## src/rtl/req_arbiter_4ch.sv

```systemverilog
`default_nettype none
// ============================================================================
// req_arbiter_4ch : 4-client fixed/round-robin arbiter with tenure limit
// Revision 1.0
// ============================================================================
module req_arbiter_4ch #(
  parameter int unsigned MAX_HOLD = 8,
  parameter int unsigned CNT_W    = 4
) (
  input  logic       clk,
  input  logic       rst_n,
  input  logic       en_i,
  input  logic       mode_rr_i,
  input  logic [3:0] req_i,
  output logic [3:0] grant_o,
  output logic [1:0] grant_id_o,
  output logic       grant_valid_o,
  output logic       preempt_o
);

  localparam logic [0:0] c_IDLE  = 1'b0;
  localparam logic [0:0] c_GRANT = 1'b1;

  localparam logic             c_LIMIT_ON  = (MAX_HOLD != 0);
  localparam logic [CNT_W-1:0] c_HOLD_LAST = CNT_W'((MAX_HOLD == 0) ? 0 : MAX_HOLD - 1);
  localparam logic [CNT_W-1:0] c_CNT_MAX   = '1;

  logic [0:0]       state_q, state_d;
  logic [3:0]       grant_q, grant_d;
  logic [1:0]       grant_id_q, grant_id_d;
  logic             grant_valid_q, grant_valid_d;
  logic             preempt_q, preempt_d;
  logic [CNT_W-1:0] cnt_q, cnt_d;
  logic [1:0]       last_id_q, last_id_d;

  logic [1:0] fixed_id;
  logic [1:0] rr_id;
  logic [1:0] rr_idx;
  logic       rr_found;
  logic [1:0] winner;
  logic       owner_req;
  logic       other_req;
  logic       timeout;

  // Fixed priority: the highest set index wins, so later iterations override.
  always_comb begin
    fixed_id = 2'd0;
    for (int i = 0; i < 4; i++) begin
      if (req_i[i]) begin
        fixed_id = 2'(i);
      end
    end
  end

  // Round-robin: scan upward from the slot after the previous owner.
  always_comb begin
    rr_id    = 2'd0;
    rr_idx   = 2'd0;
    rr_found = 1'b0;
    for (int k = 1; k <= 4; k++) begin
      rr_idx = last_id_q + 2'(k);
      if (!rr_found && req_i[rr_idx]) begin
        rr_id    = rr_idx;
        rr_found = 1'b1;
      end
    end
  end

  assign winner    = mode_rr_i ? rr_id : fixed_id;
  assign owner_req = req_i[grant_id_q];
  assign other_req = |(req_i & ~grant_q);
  assign timeout   = c_LIMIT_ON && (cnt_q == c_HOLD_LAST) && other_req;

  always_comb begin
    state_d       = state_q;
    grant_d       = grant_q;
    grant_id_d    = grant_id_q;
    grant_valid_d = grant_valid_q;
    preempt_d     = 1'b0;
    cnt_d         = cnt_q;
    last_id_d     = last_id_q;

    case (state_q)
      c_IDLE: begin
        if (en_i && (|req_i)) begin
          state_d       = c_GRANT;
          grant_d       = 4'b0001 << winner;
          grant_id_d    = winner;
          grant_valid_d = 1'b1;
          cnt_d         = '0;
          last_id_d     = winner;
        end
      end

      c_GRANT: begin
        // Release and disable take precedence over a coincident timeout.
        if (!en_i || !owner_req || timeout) begin
          state_d       = c_IDLE;
          grant_d       = 4'b0000;
          grant_id_d    = 2'd0;
          grant_valid_d = 1'b0;
          cnt_d         = '0;
          preempt_d     = en_i && owner_req && timeout;
        end else if (cnt_q != c_CNT_MAX) begin
          cnt_d = cnt_q + CNT_W'(1);
        end
      end

      default: begin
        state_d       = c_IDLE;
        grant_d       = 4'b0000;
        grant_id_d    = 2'd0;
        grant_valid_d = 1'b0;
        cnt_d         = '0;
      end
    endcase
  end

  always_ff @(posedge clk or negedge rst_n) begin
    if (!rst_n) begin
      state_q       <= c_IDLE;
      grant_q       <= 4'b0000;
      grant_id_q    <= 2'd0;
      grant_valid_q <= 1'b0;
      preempt_q     <= 1'b0;
      cnt_q         <= '0;
      last_id_q     <= 2'b11;
    end else begin
      state_q       <= state_d;
      grant_q       <= grant_d;
      grant_id_q    <= grant_id_d;
      grant_valid_q <= grant_valid_d;
      preempt_q     <= preempt_d;
      cnt_q         <= cnt_d;
      last_id_q     <= last_id_d;
    end
  end

  assign grant_o       = grant_q;
  assign grant_id_o    = grant_id_q;
  assign grant_valid_o = grant_valid_q;
  assign preempt_o     = preempt_q;

endmodule
`default_nettype wire

```

## config.mk

```make
export PLATFORM = sky130hd
export DESIGN_NAME = req_arbiter_4ch
export DESIGN_NICKNAME = d
export VERILOG_FILES = /design/src/rtl/req_arbiter_4ch.sv
export SDC_FILE = /design/constraint.sdc
export NUM_CORES = 1
export LEC_CHECK = 0
export ABC_AREA = 1
export BUFFER_PORTS_ARGS = -buffer_cell sky130_fd_sc_hd__buf_2
export CORE_UTILIZATION = 30
export DETAILED_ROUTE_END_ITERATION = 10
export SLEW_MARGIN = 5
export SYNTH_ARGS = -nofsm -noshare
export SYNTH_HDL_FRONTEND = slang
export SYNTH_SLANG_ARGS = --single-unit
```

## constraint.sdc

```tcl
create_clock -name clk -period 2.63 [get_ports clk]
set_input_delay 0.526 -clock clk [delete_from_list [all_inputs] [get_ports clk]]
set_output_delay 0.526 -clock clk [all_outputs]
set_load 0.05 [all_outputs]
```

# ---- Yosys cells after proc, flatten, opt, wreduce, memory -nomap -nowiden
# Index checks and enable logic that the tools add are counted.
dict set report totals {
  out_inout_bits 8
  regBits 15
}
dict set report op_classes {
  muxes 39
  eq_ne 5
  n_addsub 4
  bitwise_logic 3
  reduce_logical 19
  magnitude_cmp 5
  shift 1
}
# op n
set op_table {}
lappend op_table {{$mux W4} 5}
lappend op_table {{$mux W2} 9}
lappend op_table {{$pmux W4 S2} 2}
lappend op_table {{$lt A2 B3 Y1 const B} 5}
lappend op_table {{$mux W1} 15}
lappend op_table {{$bmux W1 S2} 5}
lappend op_table {{$reduce_or A4 Y1} 2}
lappend op_table {{$logic_and A1 B1 Y1} 7}
lappend op_table {{$reduce_and A2 Y1} 3}
lappend op_table {{$logic_not A1 Y1} 5}
lappend op_table {{$add A2 B2 Y2 const B} 2}
lappend op_table {{$add A4 B1 Y4 const B} 1}
lappend op_table {{$and A4 B4 Y4} 1}
lappend op_table {{$eq A4 B3 Y1 const B} 1}
lappend op_table {{$ne A4 B4 Y1 const B} 1}
lappend op_table {{$not A4 Y4} 1}
lappend op_table {{$pmux W1 S2} 2}
lappend op_table {{$pmux W2 S2} 1}
lappend op_table {{$shl A1 B2 Y4 const A} 1}
lappend op_table {{$ne A3 B1 Y1 const B} 1}
lappend op_table {{$add A2 B1 Y2 const B} 1}
lappend op_table {{$logic_or A1 B1 Y1} 2}
lappend op_table {{$ne A2 B1 Y1 const B} 1}
lappend op_table {{$ne A2 B2 Y1 const B} 1}
lappend op_table {{$not A1 Y1} 1}

# ---- Depth between registers and ports, before layout
dict set report depth {
  depth_word 17
  ltp_mapped 15
  depth_no_buf 14
}

# ---- Worst setup path after synthesis
# Ideal clock, no wire load.
dict set report synth_timing {
  path_type {register -> register}
  from {reg last_id_q[0]}
  to {reg grant_id_q[0] (netlist: grant_id_o[0])}
  t_arrival_ns 1.468
  stages_incl_launch_ff 13
  slack_ns 1.044
  period_less_slack_ns 1.586
  required_time_ns 2.512
  cell_sequence {dfstp_2 > buf_6 > inv_6 > nand2_1 > nand3_1 > nand2_1 > nand4_1 > nand2_1 > nand2_1 > nor2_2 > nor2_4 > nand2_2 > nand2_1}
}
dict set report synth_between {
  elab_chain_cells 16
}
# item line
set synth_lines {}
lappend synth_lines {{from (decl)} 34} ;# logic [1:0] last_id_q, last_id_d;
lappend synth_lines {{from (signal assigned)} 135} ;# last_id_q <= last_id_d;
lappend synth_lines {{$add A2 B1 Y2} 61} ;# rr_idx = last_id_q + 2'(k);
lappend synth_lines {{$bmux W1 S2} 62} ;# if (!rr_found && req_i[rr_idx]) begin
lappend synth_lines {{$mux W1 (not written as such)} 62}
lappend synth_lines {{$mux W1} 62}
lappend synth_lines {{$logic_not A1 Y1} 62}
lappend synth_lines {{$logic_and A1 B1 Y1} 62}
lappend synth_lines {{$mux W1} 62}
lappend synth_lines {{$logic_not A1 Y1} 62}
lappend synth_lines {{$logic_and A1 B1 Y1} 62}
lappend synth_lines {{$mux W1} 62}
lappend synth_lines {{$logic_not A1 Y1} 62}
lappend synth_lines {{$logic_and A1 B1 Y1} 62}
lappend synth_lines {{$mux W2 (*)} 62}
lappend synth_lines {{$mux W2 (*)} 69} ;# assign winner = mode_rr_i ? rr_id : fixed_id;
lappend synth_lines {{$mux W2 (*)} 85} ;# if (en_i && (|req_i)) begin
lappend synth_lines {{$pmux W2 S2 (*)} 83} ;# case (state_q)
lappend synth_lines {{to (signal assigned)} 131} ;# grant_id_q <= grant_id_d;
lappend synth_lines {{to (decl)} 30} ;# logic [1:0] grant_id_q, grant_id_d;
# Every way passes the cells marked *; elsewhere a longest branch is shown, timed or not. The select of a mux whose other input is x is not followed.
# A chain may end at the register's enable or synchronous reset.

# ---- Final worst setup path
# Same ends and word-level chain as after synthesis.

==> results.yml <==
layout:
  nNetsFinal: 175
  fin_area_um2: 1186
  syn_to_final_growth_pct: 14.35
  final_common_cell: "nand2_1"
  n_antenna_cell: 0
  drive_gt1_share_pct: 24.85
  layout_common_cells: "nand2_1 (57), inv_1 (16), buf_2 (15)"
timing:
  period_share_pct: 67.76
  finalSetupTns_ps: 0
  slew_violations: 0
  final_hold_viol_count: 0
  slew_headroom_pct: 65.71
  finalClockSkew_ps: 11.18
  worstMarginPinSlew_ps: 511.3
  setup-violations-final: 0
  grt_setup_unrepaired: "false"
  timing.fmax_mhz: 561.1
  whs_ps: 114.5
  min_period_ps: 1782
  layout_setup_ws_ps: 847.8
clock_network:
  clk_pin_slew_worst_paths_ps: 100
  tritoncts: "done"
  cts_setup_buffers: 0
  clock-sinks: 15
  htreeDepth: 1
  clk-insertion-delay-late_ps: 290
  numCtsBuffers: 3
  cts_max_path_buffers: 2
  root_buffer: "clkbuf_4"
  cts_resized: 0
  ctsHoldBuffers: 0
die:
  die_w_um: 60.80
  dieArea_um2: 3697
  core_um2: 3178
  io_pins: 16
  initial_core_util_pct: 32.64
  die_y_um: 60.80
  rows: 20
detailed_routing:
  drc_errors: 0
  wl_met1_um: 1116
  drt_iter0_drc: 35
  first_pass_iters: 4
  wl_per_cell_um: 10.90
  drt-vias-per-instance: 4.636
  met3_wirelength_um: 88
  routed_wl_um: 2278
  ant_nets: 0
  top_layer_used: "met4"
  vias: 969
  met2RoutedLength_um: 1053
pwr:
  p_per_area_nw_per_um2: 1183
  total_power_uw: 1403
  leakage_uw: 0.0006493
  max-vdd-ir-drop_uv: 311.6
synth:
  synth_cell_types: 26
  avgSynthCellArea_um2: 7.056
  synth_fp_nets: 156
  yosys.area_share.xor_xnor_pct: 0
  synth_top_family_by_area: "simple AND/OR/NAND/NOR gates"
  ys_ff_latch: 15
  yosysSeqAreaShare_pct: 36.43
  synth_area_um2: 1037
  synthMuxAreaShare_pct: 0
  synth_compound_area_share_pct: 9.891
  synth.area.top_cells: "dfrtp_1 (31%), nand2_1 (21%), inv_1 (5.8%)"
  synth_top_area_cell: "dfrtp_1"
  synth_top_cell_area_share_pct: 31.36
  synthCells: 147
  ys_warn_count: 0
  synthAdderAreaFrac_pct: 1.206
  synth-simple-area-share_pct: 43.67
placed_design:
  routabilityCongestion: 0.8446
  pre_cts_ws_ps: 854.9
  dp_hpwl_um: 1777
  placement.io_buffers: 15
  placed_area_um2: 1156
worst_setup_path:
  path_class: "flop to flop"
  cpLargestDelayFamily: "simple AND/OR/NAND/NOR gates"
  crit_fanout: 10
  cp_common_cell: "nand2_1"
  endpoint_kind: "flop"
  critPathRequiredTime_ps: 2810
  crit_buf_inv: 1
  worst_path_max_delay_cell: "dfstp_2"
  crit_path_start_kind: "flop"
  path_cells: "inv_6 -> nand2_1 -> nand3_1 -> nand2_1 -> nand4_1 -> nand2_1 -> nand2_1 -> nor2_2 -> nor2_4 -> nand2_2 -> nand2_1"
  cpPeakStageDelay_ps: 650
  arrival_ps: 1960
global_route:
  grtUsageTotal_pct: 14.10
  grt_pass1_vias: 896
  grt_pass1_wl_um: 3808
  grt_remaining_overflow: 0
  antenna_found_initial: 0
  grt_max_degree: 16
run:
  cap_violations: 0
hold_path:
  hp-class: "input pin to asynchronous set/reset pin"
run_status:
  status: "complete, no violations"
==> worst paths after layout <==
path / startpoint / to / slack, ps / cells after the start
worst min register to register: grant_valid_o / grant_valid_o / 500 / 2
max in group asynchronous: rst_n / last_id_q[0] / 2220 / 1
min in group clk: grant_valid_o / grant_valid_o / 500 / 2
worst min-delay path: rst_n / cnt_q[0] / 110 / 1
worst max-delay path: last_id_q[0] / grant_id_o[0] / 850 / 11
worst max register to register: last_id_q[0] / grant_id_o[0] / 850 / 11
==> metrics by stage <==
stage          util, %  cells
6_report         37.32    209
5_1_grt          37.32    209
4_1_cts          37.32    209
3_5_place_dp     36.38    205
3_3_place_gp     36.38    205
2_1_floorplan        -    147
==> Yosys cell counts <==
cell type  number
o22ai_1         2
o211ai_1        2
o21ai_1         4
nor3_1          1
dfstp_2         2
dfrtp_1        13
nand3b_1        1
inv_6           1
buf_6           1
a21oi_1         5
nor2_4          3
a31oi_1         1
a211oi_1        1
nand2_2         5
nor2_1          5
nand3_1        10
inv_2           3
nor2_2          2
nand2_4         4
inv_1          16
ha_1            1
nand3_2         1
nand2_1        57
o21bai_1        1
o21ai_2         1
nand4_1         4
==> cells by family after synthesis <==
group,count (synthesis)
buf+inv,21
flops,15
simple gates,93
fa+ha+maj,1
compound gates,17
==> area by class of cell <==
type / count / area (um^2)
fillers: 359 / 1992
multi-input cells: 111 / 568.0
flip-flops and latches: 15 / 377.9
inverters: 20 / 80.08
repair buffers: 15 / 75.07
well taps: 44 / 55.05
clock buffers: 3 / 22.52
clock inverters: 1 / 7.507
==> sequential cells by signal (all words and copies together), names as in the netlist <==
signal         flops
cnt_q              4
grant_o            4
grant_id_o         2
grant_valid_o      1
last_id_q          2
preempt_o          1
state_q            1
==> per-layer routing <==
layer,up-vias,global-route usage (%)
li1,509,-
met2,26,22.76
met1,432,18.46
met3,2,4.051
met5,-,0
met4,0,3.896
==> power by group <==
group,internal (uW),switching (uW)
combinational,253,601
sequential,315,94.3
clock,57.9,81.6
total,626,777
Power figures use the tool's default switching activity.
